[src/rtl/tinytpu_pkg.sv]
// Shared definitions for the tiny TPU sequencing logic.
//   seq_state_t : 3-bit sequencer state encoding
//   DRAIN_CYC   : cycles needed for the last operands to ripple through
//                 an NxN output-stationary array (2*(N-1))
package tinytpu_pkg;

   typedef enum logic [2:0] {
      S_IDLE  = 3'd0,
      S_CLEAR = 3'd1,
      S_LOAD  = 3'd2,
      S_DRAIN = 3'd3,
      S_READ  = 3'd4,
      S_DONE  = 3'd5
   } seq_state_t;

   function automatic int DRAIN_CYC(input int n);
      return 2 * (n - 1);
   endfunction

endpackage

[src/rtl/systolic_row_streamer.sv]
// Result row streamer: walks out_row 0..N-1 over a valid/ready handshake.
// Ports:
//   clk, rst   : clock, synchronous active-high reset
//   go         : 1-cycle pulse, start streaming from row 0 next cycle
//   abort      : cancel streaming; masks out_valid in the same cycle
//   out_ready  : consumer accepts the current row
//   out_valid  : a result row is being presented
//   out_row    : row select for the result mux
//   out_last   : out_valid on the final row
//   fin        : final row transferred this cycle
module systolic_row_streamer #(
   parameter int ARRAY_SIZE = 4,
   parameter int RW         = $clog2(ARRAY_SIZE)
) (
   input  logic          clk,
   input  logic          rst,
   input  logic          go,
   input  logic          abort,
   input  logic          out_ready,
   output logic          out_valid,
   output logic [RW-1:0] out_row,
   output logic          out_last,
   output logic          fin
);

   localparam logic [RW-1:0] LAST_ROW = RW'(ARRAY_SIZE - 1);

   logic          active_reg;
   logic [RW-1:0] row_reg;
   logic          xfer;
   logic          on_last;

   // Abort must kill the handshake in the very cycle it is raised, so the
   // valid is gated by the raw abort input rather than waiting a cycle.
   assign out_valid = active_reg & ~abort;
   assign xfer      = out_valid & out_ready;
   assign on_last   = (row_reg == LAST_ROW);
   assign out_last  = out_valid & on_last;
   assign fin       = xfer & on_last;
   assign out_row   = row_reg;

   always_ff @(posedge clk) begin
      if (rst) begin
         active_reg <= 1'b0;
         row_reg    <= '0;
      end else if (abort || fin) begin
         active_reg <= 1'b0;
         row_reg    <= '0;
      end else if (go) begin
         active_reg <= 1'b1;
         row_reg    <= '0;
      end else if (xfer) begin
         row_reg    <= row_reg + RW'(1);
      end
   end

endmodule

[src/rtl/systolic_seq_ctrl.sv]
// Sequencer for an NxN output-stationary systolic array.
// Runs one tile: optional accumulator clear, k_len feed cycles, 2*(N-1)
// drain cycles, then streams N result rows out over valid/ready.
// Ports:
//   clk, rst      : clock, synchronous active-high reset
//   start         : begin a tile (only honoured in IDLE)
//   k_len         : feed cycles for the tile, legal range 1..K_MAX
//   accumulate    : 1 keeps PE sums from the previous tile (no CLEAR)
//   abort         : cancel the tile in flight
//   busy          : tile in progress (CLEAR/LOAD/DRAIN/READ)
//   done          : 1-cycle completion pulse
//   err           : 1-cycle pulse after a start with illegal k_len
//   pe_en         : PE enable during LOAD and DRAIN
//   pe_clear_acc  : clear PE accumulators (CLEAR)
//   skew_load_en  : skew buffers accept operands (LOAD)
//   skew_flush    : flush skew registers (CLEAR, or the abort cycle)
//   cycle_count   : feed index through LOAD, continuing through DRAIN
//   out_valid/out_ready/out_row/out_last : result row stream
module systolic_seq_ctrl
   import tinytpu_pkg::*;
#(
   parameter int ARRAY_SIZE = 4,
   parameter int K_MAX      = 16,
   parameter int KW         = $clog2(K_MAX + 1),
   parameter int CW         = $clog2(K_MAX + 2 * ARRAY_SIZE),
   parameter int RW         = $clog2(ARRAY_SIZE)
) (
   input  logic          clk,
   input  logic          rst,
   input  logic          start,
   input  logic [KW-1:0] k_len,
   input  logic          accumulate,
   input  logic          abort,
   output logic          busy,
   output logic          done,
   output logic          err,
   output logic          pe_en,
   output logic          pe_clear_acc,
   output logic          skew_load_en,
   output logic          skew_flush,
   output logic [CW-1:0] cycle_count,
   output logic          out_valid,
   input  logic          out_ready,
   output logic [RW-1:0] out_row,
   output logic          out_last
);

   localparam logic [CW-1:0] DRAIN_LEN = CW'(DRAIN_CYC(ARRAY_SIZE));

   seq_state_t    state_reg, state_next;
   logic [CW-1:0] cnt_reg, cnt_next;
   logic [KW-1:0] klen_reg, klen_next;
   logic          err_reg, err_next;

   logic          go;
   logic          fin;
   logic          start_ok;
   logic          legal;
   logic [CW-1:0] load_end;
   logic [CW-1:0] drain_end;
   logic          in_feed;
   logic          was_feed;

   assign legal    = (k_len != '0) && (k_len <= KW'(K_MAX));
   // abort has priority over a simultaneous start in IDLE
   assign start_ok = (state_reg == S_IDLE) && start && !abort;

   // The counter runs 0..k_len-1 in LOAD and keeps counting through DRAIN,
   // so both phase ends are expressed against the latched k_len.
   assign load_end  = CW'(klen_reg) - CW'(1);
   assign drain_end = CW'(klen_reg) + DRAIN_LEN - CW'(1);

   always_comb begin
      state_next = state_reg;
      go         = 1'b0;
      case (state_reg)
         S_IDLE: begin
            if (start_ok && legal)
               state_next = accumulate ? S_LOAD : S_CLEAR;
         end
         S_CLEAR: begin
            state_next = abort ? S_IDLE : S_LOAD;
         end
         S_LOAD: begin
            if (abort)
               state_next = S_IDLE;
            else if (cnt_reg == load_end)
               state_next = S_DRAIN;
         end
         S_DRAIN: begin
            if (abort) begin
               state_next = S_IDLE;
            end else if (cnt_reg == drain_end) begin
               state_next = S_READ;
               go         = 1'b1;
            end
         end
         S_READ: begin
            if (abort)
               state_next = S_IDLE;
            else if (fin)
               state_next = S_DONE;
         end
         S_DONE: begin
            state_next = S_IDLE;
         end
         default: begin
            state_next = S_IDLE;
         end
      endcase
   end

   assign in_feed  = (state_next == S_LOAD) || (state_next == S_DRAIN);
   assign was_feed = (state_reg == S_LOAD) || (state_reg == S_DRAIN);

   always_comb begin
      cnt_next = '0;
      if (in_feed)
         cnt_next = was_feed ? (cnt_reg + CW'(1)) : '0;
   end

   assign klen_next = (start_ok && legal) ? k_len : klen_reg;
   assign err_next  = start_ok && !legal;

   always_ff @(posedge clk) begin
      if (rst) begin
         state_reg <= S_IDLE;
         cnt_reg   <= '0;
         klen_reg  <= '0;
         err_reg   <= 1'b0;
      end else begin
         state_reg <= state_next;
         cnt_reg   <= cnt_next;
         klen_reg  <= klen_next;
         err_reg   <= err_next;
      end
   end

   systolic_row_streamer #(
      .ARRAY_SIZE (ARRAY_SIZE),
      .RW         (RW)
   ) u_streamer (
      .clk       (clk),
      .rst       (rst),
      .go        (go),
      .abort     (abort),
      .out_ready (out_ready),
      .out_valid (out_valid),
      .out_row   (out_row),
      .out_last  (out_last),
      .fin       (fin)
   );

   // Outputs decode the state register; the only input-dependent terms are
   // the abort masks, which must act in the abort cycle itself.
   assign busy         = (state_reg == S_CLEAR) || (state_reg == S_LOAD) ||
                         (state_reg == S_DRAIN) || (state_reg == S_READ);
   assign done         = (state_reg == S_DONE);
   assign err          = err_reg;
   assign pe_en        = ((state_reg == S_LOAD) || (state_reg == S_DRAIN)) && !abort;
   assign pe_clear_acc = (state_reg == S_CLEAR);
   assign skew_load_en = (state_reg == S_LOAD);
   assign skew_flush   = (state_reg == S_CLEAR) || (busy && abort);
   assign cycle_count  = cnt_reg;

endmodule

[config.mk]
export PLATFORM = sky130hd
export DESIGN_NAME = systolic_seq_ctrl
export DESIGN_NICKNAME = d
export VERILOG_FILES = /design/src/rtl/tinytpu_pkg.sv /design/src/rtl/systolic_row_streamer.sv /design/src/rtl/systolic_seq_ctrl.sv
export SDC_FILE = /design/constraint.sdc
export NUM_CORES = 1
export LEC_CHECK = 0
export CAP_MARGIN = 10
export CORE_MARGIN = 10
export CORE_UTILIZATION = 43
export CTS_CLUSTER_DIAMETER = 100
export DETAILED_ROUTE_END_ITERATION = 12
export PLACE_DENSITY_LB_ADDON = 0.1
export SLEW_MARGIN = 10
export SYNTH_ARGS = -nofsm -noshare
export SYNTH_HDL_FRONTEND = slang
export SYNTH_SLANG_ARGS = --single-unit
[constraint.sdc]
create_clock -name clk -period 1.9 [get_ports clk]
set_input_delay 0.285 -clock clk [delete_from_list [all_inputs] [get_ports clk]]
set_output_delay 0.285 -clock clk [all_outputs]
set_load 0.02 [all_outputs]
Yosys cells after proc, flatten, opt, wreduce, memory -nomap -nowiden --
Index checks and enable logic that the tools add are counted.
Word-level totals: register bits after elaboration 17, bits in latches 0, memory bits (writable) 0, ROM bits 0, bits of input ports 11, output and inout bits 16, logic and storage cells 63, memories 0
Operators by class: $add $sub $neg 5, $mul 0, divide/modulo/power cells 0, $lt $le $gt $ge 1, equality and inequality tests 10, shift-type cells 0, mux-type cells 13, bitwise operators 7, reductions and logical operators 21
Operators by type and width (number):
- 2-to-1 mux 3 bit | 7
- case mux 3 bit (5 select lines) | 1
- == test 3 x 2 -> 1 bit (second input constant) | 4
- == test 5 bit | 2
- subtractor 5 x 1 -> 5 bit (second input constant) | 2
- logical AND 1 bit | 7
- logical OR 1 bit | 7
- == test 3 bit (second input constant) | 2
- OR reduction 3 bit | 2
- adder 5 x 1 -> 5 bit (second input constant) | 1
- adder 5 x 3 -> 5 bit (second input constant) | 1
- <= comparator 5 bit (second input constant) | 1
- nonzero test 5 bit | 1
- AND 1 bit | 4
- 2-to-1 mux 2 bit | 2
- == test 3 x 1 -> 1 bit (second input constant) | 1
- zero test 3 bit | 1
- 2-to-1 mux 1 bit | 3
- NOT 1 bit | 3
- adder 2 x 1 -> 2 bit (second input constant) | 1
- == test 2 bit (second input constant) | 1
- zero test 1 bit | 2
- OR reduction 2 bit | 1

Depth between registers and ports, before layout --
Gate-level depths: netlist (run 1).
depth after elaboration 11, mapped depth 7

Cells and area by module --
A second synthesis (run 1) with hierarchy kept.
Second synthesis, totals: cells, all modules 136, area total of the unflattened synthesis 1194.9 µm²
Modules (own cells, without submodules):
- systolic_seq_ctrl | instances 1, cells an instance 119, area each 1032.2 µm²
- systolic_row_streamer | instances 1, cells an instance 17, area each 162.7 µm²

Worst setup path before layout (run 1) --
OpenSTA, ideal clock, no wires.
kind reg2reg, from reg cnt_reg[2] (netlist: cycle_count[2]), to reg cnt_reg[1] (netlist: cycle_count[1]), library setup time 0.134 ns, arrival time 1.661 ns, data required time 1.766 ns, slack 0.106 ns, cell stages (with the launch flop) 7, buffers on the path 1, path through dfxtp_1 buf_2 nand2b_1 o32a_2 a21o_2 a211oi_4 nor4b_1
Between the ends: longest elaborated chain between the ends 8
RTL lines:
- from (decl) | line systolic_seq_ctrl.sv:51 | logic [CW-1:0] cnt_reg, cnt_next;
- from (signal assigned) | line systolic_seq_ctrl.sv:133 | cnt_reg <= cnt_next;
- == test 5 bit (on tied branches) | line systolic_seq_ctrl.sv:93, systolic_seq_ctrl.sv:87
- 2-to-1 mux 3 bit (on tied branches) | line systolic_seq_ctrl.sv:93, systolic_seq_ctrl.sv:87
- 2-to-1 mux 3 bit (on tied branches) | line systolic_seq_ctrl.sv:91, systolic_seq_ctrl.sv:85
- case mux 3 bit (5 select lines) * | line systolic_seq_ctrl.sv:76 | case (state_reg)
- == test 3 x 2 -> 1 bit | line systolic_seq_ctrl.sv:113 | assign in_feed = (state_next == S_LOAD) || (state_next == S_DRAIN);
- logical OR 1 bit * | line systolic_seq_ctrl.sv:113
- NOT 1 bit (no line) *
- OR reduction 3 bit (no line) *
Mark *: on every way between the ends. The rest lies on a longest branch, timed or not. A chain may end at the register's enable or synchronous reset.

Worst setup path after layout (run 1) --
from reg klen_reg[0], to reg state_reg[0]
Between the ends: longest elaborated chain between the ends 6
RTL lines:
- from (decl) | line systolic_seq_ctrl.sv:52 | logic [KW-1:0] klen_reg, klen_next;
- from (signal assigned) | line systolic_seq_ctrl.sv:134 | klen_reg <= klen_next;
- adder 5 x 3 -> 5 bit | line systolic_seq_ctrl.sv:71 | assign drain_end = CW'(klen_reg) + DRAIN_LEN - CW'(1);
- subtractor 5 x 1 -> 5 bit | line systolic_seq_ctrl.sv:71
- == test 5 bit | line systolic_seq_ctrl.sv:93 | end else if (cnt_reg == drain_end) begin
- 2-to-1 mux 3 bit | line systolic_seq_ctrl.sv:93
- 2-to-1 mux 3 bit | line systolic_seq_ctrl.sv:91 | if (abort) begin
- case mux 3 bit (5 select lines) * | line systolic_seq_ctrl.sv:76
- to (signal assigned) | line systolic_seq_ctrl.sv:132 | state_reg <= state_next;
- to (decl) | line systolic_seq_ctrl.sv:50 | seq_state_t state_reg, state_next;
Marked as above.

==> metrics.txt, run 1 <==
Root Driver=clkbuf_4; DRT Wirelength=2760 um; via/cell ratio=5.31; DRT iter0 DRCs=52; synthesized flop and latch total=17; total grt overflow=0; Buffers on Ports=26; final setup fails=0; largest net degree at the start of global routing=14; Worst Path Arrival=2.02 ns; synthesized area=1070 um^2; CTS Buf Count=3; critical-path cell list=inv_1 > ha_1 > xor2_1 > nand3_1 > or4_1 > a211o_1 > o221ai_1; crit path max fanout=5; Worst slew margin=66.7%; Final ANT Viol Nets=0; fill count=226; PwrDens=449 nW/um^2; first-pass GRT wire length=4750 um; fmax=0.554 GHz; initial antenna violation count=0; Remaining DRCs=0; final period utilization=95.0%; dpl hpwl=2300 um; RSZ-0062 raised after global routing=no; final hold viol count=0; Yosys warnings=0; CP peak stage delay=0.40 ns; leakage power=0.627 nW; Design Area, Final=1540 um^2; worst hold-check path type=register to register; number of detailed-route iterations in the first pass=4; vias in the first global route=1,078; initial cell density of the core=44.1%; io pins=27; Post-synth EDFFs=0; Total GRT Usage=11.3%; Placed Instance Area=1490 um^2; crit path launch type=register; Slew Limit Fails=0; register area share after synthesis=31.7%; Max-Cap Viols=0; via count=1,036; Final #Nets=181; Layout area overhead=43.3%; Core Rows=18; status=completed; Avg WL per Cell=14.1 um; CTS Sinks=17; Pwr Total=0.690 mW; endpoint type of the worst setup path=register; CP required=2.11 ns; worst skew pair latency=0.29 ns; Reg clk slew, reported paths=0.10 ns; die height=69.9 um; Synth async-reset ratio=0%; CTS tree=done; Most used DFF post-synth=dfxtp_1; core area=2430 um^2; Synth Instances=120; Worst Tran Pin Value=0.498 ns; worst hold margin=0.514 ns; clock buffer depth=2; die area=4890 um^2; post-route minimum period=1.81 ns; Die W=69.9 um; Crit-path slowest cell=or4_1; clock skew=0.00460 ns; CP Class=register to register; Net Count, Synth=135; share of layout cells above drive strength 1=22.4%; syn avg cell area=8.94 um^2; Final GP Congestion=0.737; H-Tree Depth=1; peak supply drop=394 uV; Distinct cells, synth=38; diode count=0
area by class of cell:
class,instances,area [um^2],area share (%)
inverters,5,18.8,1.22
clock inverters,1,5.00,0.326
well taps,30,37.5,2.44
clock buffers,3,22.5,1.47
repair buffers,46,400,26.1
flip-flops and latches,17,347,22.6
multi-input cells,93,706,45.9
cell families (layout without fill, tap and decap cells):
logic type      after synthesis  count (layout)  synth area share, %
simple gates                 51              51                 28.1
compound gates               19              19                 15.5
flops                        17              17                 31.7
xor+xnor                     13              13                 10.6
buf+inv                      10              55                 3.73
mux                           6               6                 5.60
fa+ha+maj                     4               4                 4.67
power by group:
part	internal (mW)	switching (mW)
Clock	0.0783	0.115
Sequential	0.361	0.00540
Combinational	0.0705	0.0594
Total	0.510	0.180
layer usage:
layer	track usage, %	vias to the layer above	part of all wire, %
li1	-	522	-
met1	13.3	496	45
met2	19.3	14	49
met3	2.97	4	4.8
met4	3.95	0	1.3
met5	0	-	0
cells in the mapped netlist (3+ instances only):
cell	n	share of area (%)
a21oi_1	4	1.9
clkbuf_1	3	1.1
dfxtp_1	17	32
ha_1	4	4.7
inv_1	5	1.8
mux2i_1	6	5.6
nand2_1	6	2.1
nand2b_1	4	2.3
nand3_1	6	2.8
nor2_1	9	3.2
nor3_1	5	2.3
nor3b_1	3	2.1
nor4_1	5	2.9
o21ai_0	3	1.4
xnor2_1	7	5.7
xor2_1	6	4.9
placed cells by master, fill, tap and decap left out, types with 2 or more instances in the layout:
| cell type | instances |
|---|---|
| buf_4 | 20 |
| clkdlybuf4s50_1 | 18 |
| dfxtp_1 | 14 |
| nor2_1 | 8 |
| dlygate4sd2_1 | 8 |
| xnor2_1 | 7 |
| nand2_1 | 6 |
| xor2_1 | 6 |
| nand3_1 | 6 |
| mux2i_1 | 6 |
| inv_1 | 5 |
| nor3_1 | 5 |
| nor4_1 | 5 |
| nand2b_1 | 4 |
| a21oi_1 | 4 |
| ha_1 | 4 |
| nor3b_1 | 3 |
| o21ai_0 | 3 |
| clkbuf_4 | 3 |
| and2_1 | 2 |
| and3_1 | 2 |
| a211oi_4 | 2 |
| or3_1 | 2 |
| dfxtp_2 | 2 |
worst max-delay path, delay by kind of cell, from the launching register on:
family	cells	cell delay, ns
AO/OA/AOI/OAI	2	0.35
AND/OR/NAND/NOR	2	0.48
XOR/XNOR	1	0.17
buffers and inverters	1	0.05
flip-flops	1	0.38
adder cells (fa/ha/maj)	1	0.30
final timing paths:
kind	depth (start not counted)	from	endpoint	slack, ns
min reg2reg	1	u_streamer.active_reg	u_streamer.active_reg	0.51
max reg2reg	7	klen_reg[0]	state_reg[0]	0.09
max	7	klen_reg[0]	state_reg[0]	0.09
min	1	u_streamer.active_reg	u_streamer.active_reg	0.51
per-stage QoR:
| step | utilization [%] | setup TNS, ns | setup WS (ns) | cells |
|---|---|---|---|---|
| floorplan | - | 0 | 0.106 | 120 |
| global placement | 61.3 | -1.28 | -0.170 | 190 |
| detailed placement | 61.3 | -1.47 | -0.206 | 190 |
| CTS | 62.3 | 0 | 0.00220 | 194 |
| global route | 63.2 | 0 | 0.000586 | 195 |
| finish | 63.2 | 0 | 0.0947 | 195 |
timing repair:
| action | in CTS | in global routing |
|---|---|---|
| hold buffers | 0 | 0 |
| buffers inserted | 0 | 1 |
| resized for setup | 11 | 4 |
| endpoints found under the setup margin | 11 | 11 |
| pin swaps | 1 | 1 |
Power figures use the tool's default switching activity.
==> inputs of run 2 (changes only) <==
--- a/config.mk
+++ b/config.mk
@@ -7,7 +7,7 @@
 export LEC_CHECK = 0
 export CAP_MARGIN = 10
 export CORE_MARGIN = 10
-export CORE_UTILIZATION = 43
+export CORE_UTILIZATION = 25
 export CTS_CLUSTER_DIAMETER = 100
 export DETAILED_ROUTE_END_ITERATION = 12
 export PLACE_DENSITY_LB_ADDON = 0.1
==> metrics.txt, run 2 (same netlist as run 1, synthesis figures left out) <==
status=completed; Pwr Total=0.778 mW (+13%); die area=7310 um^2 (+49%); Total GRT Usage=8.26% (-3.1 points); Reg clk slew, reported paths=0.07 ns (-0.03 ns); Core Util, Final=40.0% (-23 points); CTS Sinks=17 (unchanged); pre-CTS WS=-0.302 ns (-0.0960 ns); Worst Tran Pin Value=0.506 ns (+0.00819 ns); CP required=2.03 ns (-0.08 ns); Worst slew margin=66.1% (-0.55 points); CTS Buf Count=3 (unchanged); vias in the first global route=1,081 (+0.28%); Final #Nets=181 (unchanged); peak supply drop=287 uV (-27%); worst skew pair latency=0.25 ns (-0.04 ns); Worst Hold Launch=k_len[1]; Die W=85.5 um (+22%); final period utilization=96.1% (+1.0 points); fmax=0.548 GHz (-1.1%); PwrDens=476 nW/um^2 (+6.0%); DRT Wirelength=2960 um (+7.5%); leakage power=0.668 nW (+6.4%); die height=85.5 um (+22%); H-Tree Depth=1 (unchanged); worst hold endpoint=klen_reg[1]; via count=1,009 (-2.6%); CTS tree=done; r2r startpoint=klen_reg[0]; most frequent cells in the layout=buf_4, clkdlybuf4s50_1, dfxtp_1; final setup fails=0 (unchanged); worst hold margin=0.435 ns (-0.0783 ns); number of detailed-route iterations in the first pass=4 (unchanged); Worst Path Arrival=1.95 ns (-0.07 ns); diode count=0 (unchanged); fin worst setup slack=0.0750 ns (-0.0197 ns); clock skew=0.00281 ns (-0.00180 ns); Max-Cap Viols=0 (unchanged); largest net degree at the start of global routing=14 (unchanged); worst hold-check path type=primary input to register; Slew Limit Fails=0 (unchanged); worst hold stages=4 (+3); r2r worst-path depth=6 (-1); core area=4090 um^2 (+68%); Core Rows=23 (+5); worst reg-to-reg setup slack=0.07 ns (-0.02 ns); clock buffer depth=2 (unchanged); initial antenna violation count=0 (unchanged); Final ANT Viol Nets=0 (unchanged); Layout area overhead=52.4%; share of layout cells above drive strength 1=24.8% (+2.4 points); total grt overflow=0 (unchanged); final hold viol count=0 (unchanged); Root Driver=clkbuf_8; commonest non-fill, non-tap cell in the layout=buf_4; fill count=407 (+80%); Buffers on Ports=26 (unchanged); crit path max fanout=6 (+1); CP Class=register to register; Final GP Congestion=0.735 (-0.37%); initial cell density of the core=26.2% (-18 points); endpoint type of the worst setup path=register; Remaining DRCs=0 (unchanged); DRT iter0 DRCs=57 (+9.6%); first-pass GRT wire length=5100 um (+7.3%); RR Endpoint=cycle_count[1]; post-route minimum period=1.83 ns (+0.0197 ns); dpl hpwl=2380 um (+3.6%); io pins=27 (unchanged); crit path launch type=register; Avg WL per Cell=13.8 um (-2.5%); via/cell ratio=4.69 (-12%)
[run 2: power breakdown]
part | internal (mW) | leakage, nW | total [mW] | switching, mW
Clock | 0.145 | 0.0255 | 0.274 | 0.128
Combinational | 0.0740 | 0.503 | 0.137 | 0.0626
Sequential | 0.361 | 0.139 | 0.367 | 0.00666
Total | 0.580 | 0.668 | 0.778 | 0.198
[run 2: worst max-delay path by stage]
stage,from,endpoint,depth (start not counted)
6_report,klen_reg[0],cycle_count[1],6
2_1_floorplan,cycle_count[2],cycle_count[1],6
5_1_grt,klen_reg[0],state_reg[0],7
4_1_cts,state_reg[0],busy,3
3_5_place_dp,k_len[0],klen_reg[2],8
3_3_place_gp,k_len[0],klen_reg[0],8
[run 2: critical path: stages (launching register included)]
cell and delay, ns:
dfxtp_4 0.38, inv_1 0.07, ha_4 0.24, xor2_2 0.15, or3_4 0.42, a211oi_4 0.36
nor4b_2 0.09
[run 2: timing repair]
item                       CTS  global route
hold buffers                 0             0
resized for setup           11            11
pin swaps                    0             3
setup endpoints to repair   20            14
buffers inserted             0             0
[run 2: metal layers]
layer  vias to the layer above  wire length, um  global-route usage (%)
li1                        517                -                       -
met1                       473             1460                    10.4
met2                        15             1340                    13.1
met3                         4              134                    2.84
met4                         0               32                    2.10
met5                         -                0                       0
[run 2: final cells by class]
type                    instances  area (um^2)  share of cell area (%)
clock buffers                   3         41.3                    2.53
clock inverters                 1         5.00                   0.306
inverters                       5         18.8                    1.15
multi-input cells              93          743                    45.5
flip-flops and latches         17          349                    21.4
well taps                      50         62.6                    3.83
repair buffers                 46          414                    25.3
[run 2: through the flow]
stage          instances  setup TNS [ns]  instance area, um^2
4_1_cts              215               0                 1580
2_1_floorplan        120               0                 1070
3_3_place_gp         211           -2.13                 1520
5_1_grt              215         -0.0191                 1630
6_report             215               0                 1630
3_5_place_dp         211           -2.19                 1520
==> inputs of run 3 (changes only) <==
--- a/config.mk
+++ b/config.mk
@@ -9,8 +9,9 @@
 export CORE_MARGIN = 10
 export CORE_UTILIZATION = 25
 export CTS_CLUSTER_DIAMETER = 100
+export CTS_CLUSTER_SIZE = 8
 export DETAILED_ROUTE_END_ITERATION = 12
-export PLACE_DENSITY_LB_ADDON = 0.1
+export PLACE_DENSITY = 0.54
 export SLEW_MARGIN = 10
 export SYNTH_ARGS = -nofsm -noshare
 export SYNTH_HDL_FRONTEND = slang
==> metrics.txt, run 3 (same netlist as run 1, synthesis figures left out) <==
pre-CTS WS=-0.293 ns (+0.00901 ns); fmax=0.560 GHz (+2.1%); clock buffer depth=2 (unchanged); dpl hpwl=2420 um (+1.4%); Die W=85.5 um (unchanged); io pins=27 (unchanged); Pwr Total=0.783 mW (+0.71%); post-CTS setup buffer count=0 (unchanged); Cell Count Post-Placement=210 (-0.47%); crit path max fanout=4 (-2); Remaining DRCs=0 (unchanged); Worst Tran Pin Value=0.330 ns (-0.176 ns); Root Driver=clkbuf_8; PwrDens=484 nW/um^2 (+1.7%); Final GP Congestion=0.785 (+6.9%); CP required=2.07 ns (+0.04 ns); worst reg-to-reg setup slack=0.11 ns (+0.04 ns); worst hold stages=4 (unchanged); worst skew pair latency=0.25 ns (about the same); RR Endpoint=state_reg[0]; share of layout cells above drive strength 1=25.0% (+0.15 points); core area=4090 um^2 (unchanged); number of detailed-route iterations in the first pass=4 (unchanged); Core Rows=23 (unchanged); Design Area, Final=1620 um^2 (-1.0%); initial cell density of the core=26.2% (unchanged); CTS Sinks=17 (unchanged); most frequent cells in the layout=buf_4, clkdlybuf4s50_1, dfxtp_1; Final #Nets=180 (-0.55%); die height=85.5 um (unchanged); post-route minimum period=1.79 ns (-0.0378 ns); fin worst setup slack=0.113 ns (+0.0378 ns); Worst Hold Launch=k_len[3]; diode count=0 (unchanged); die area=7310 um^2 (unchanged); Worst Path Arrival=1.96 ns (about the same); first-pass GRT wire length=5100 um (unchanged); endpoint type of the worst setup path=register; crit path launch type=register; Reg clk slew, reported paths=0.07 ns (about the same); r2r startpoint=klen_reg[0]; commonest non-fill, non-tap cell in the layout=buf_4; initial antenna violation count=0 (unchanged); CTS Buf Count=3 (unchanged); final setup fails=0 (unchanged); clock skew=0.00273 ns (-0.0000807 ns); leakage power=0.699 nW (+4.7%); final period utilization=94.1% (-2.0 points); Buffers on Ports=26 (unchanged); vias in the first global route=1,103 (+2.0%); via/cell ratio=4.72 (+0.67%); Max-Cap Viols=0 (unchanged); H-Tree Depth=1 (unchanged); status=completed; r2r worst-path depth=7 (+1); worst hold-check path type=primary input to register; RSZ-0062 raised after global routing=no; largest net degree at the start of global routing=14 (unchanged); Final ANT Viol Nets=0 (unchanged); CP Class=register to register; via count=1,011 (+0.20%); DRT iter0 DRCs=66 (+16%); final hold viol count=0 (unchanged); worst hold endpoint=klen_reg[3]; CTS tree=done; Core Util, Final=39.6% (-0.40 points); DRT Wirelength=2990 um (+0.98%); total grt overflow=0 (unchanged); peak supply drop=349 uV (+22%); Finished Layout Cells=214 (-0.47%); hold buffer count at cts=0 (unchanged); Placed Instance Area=1520 um^2 (-0.49%); fill count=424 (+4.2%); Slew Limit Fails=0 (unchanged); Layout area overhead=50.9%; Worst slew margin=77.9% (+12 points); Avg WL per Cell=14.0 um (+1.5%); Total GRT Usage=8.31% (+0.045 points)
==> run 3: through the flow <==
stage	TNS [ns]	hold slack, ns
global route	0	0.462
CTS	0	0.514
floorplan	0	0.432
finish	0	0.449
detailed placement	-1.93	0.494
global placement	-1.69	0.494
==> run 3: where the power goes <==
part | leakage [nW] | internal (mW) | switching [mW]
Clock | 0.0228 | 0.149 | 0.127
Combinational | 0.537 | 0.0763 | 0.0621
Sequential | 0.139 | 0.363 | 0.00649
==> run 3: worst max-delay path by stage <==
| stage | from | endpoint | slack (ns) | cells past startpoint |
|---|---|---|---|---|
| floorplan | cycle_count[2] | cycle_count[1] | 0.11 | 6 |
| global placement | k_len[0] | klen_reg[3] | -0.27 | 8 |
| detailed placement | k_len[0] | klen_reg[1] | -0.29 | 8 |
| CTS | state_reg[0] | busy | 0.002 | 3 |
| global route | klen_reg[0] | cycle_count[1] | 0.006 | 6 |
| finish | klen_reg[0] | state_reg[0] | 0.11 | 7 |
==> run 3: critical path, cell delays in order (launching register included) <==
cell and delay (ns):
dfxtp_2 0.36, inv_1 0.07, ha_4 0.27, xor2_2 0.16, nand3_1 0.08, or4_1 0.40, a211o_1 0.29, o221ai_1 0.07
==> run 3: final cells by class <==
type / count / area (um^2) / area share, %
flip-flops and latches: 17 / 345 / 21.3
well taps: 50 / 62.6 / 3.87
multi-input cells: 93 / 733 / 45.3
inverters: 5 / 18.8 / 1.16
repair buffers: 45 / 413 / 25.5
clock buffers: 4 / 45.0 / 2.78
==> run 3: per-layer routing <==
layer  GRT usage (%)  part of all wire, %  vias to the layer above
met4            3.14                  1.6                        0
met5               0                    0                        -
li1                -                    -                      516
met3            1.99                  3.7                        4
met2            14.9                   53                       15
met1            9.22                   42                      476
==> run 3: repair_timing <==
| item | in CTS | in global routing |
|---|---|---|
| endpoints found under the hold margin | 0 | 0 |
| pin swaps | 1 | 3 |
| gates resized for setup | 11 | 11 |
| endpoints found under the setup margin | 13 | 18 |
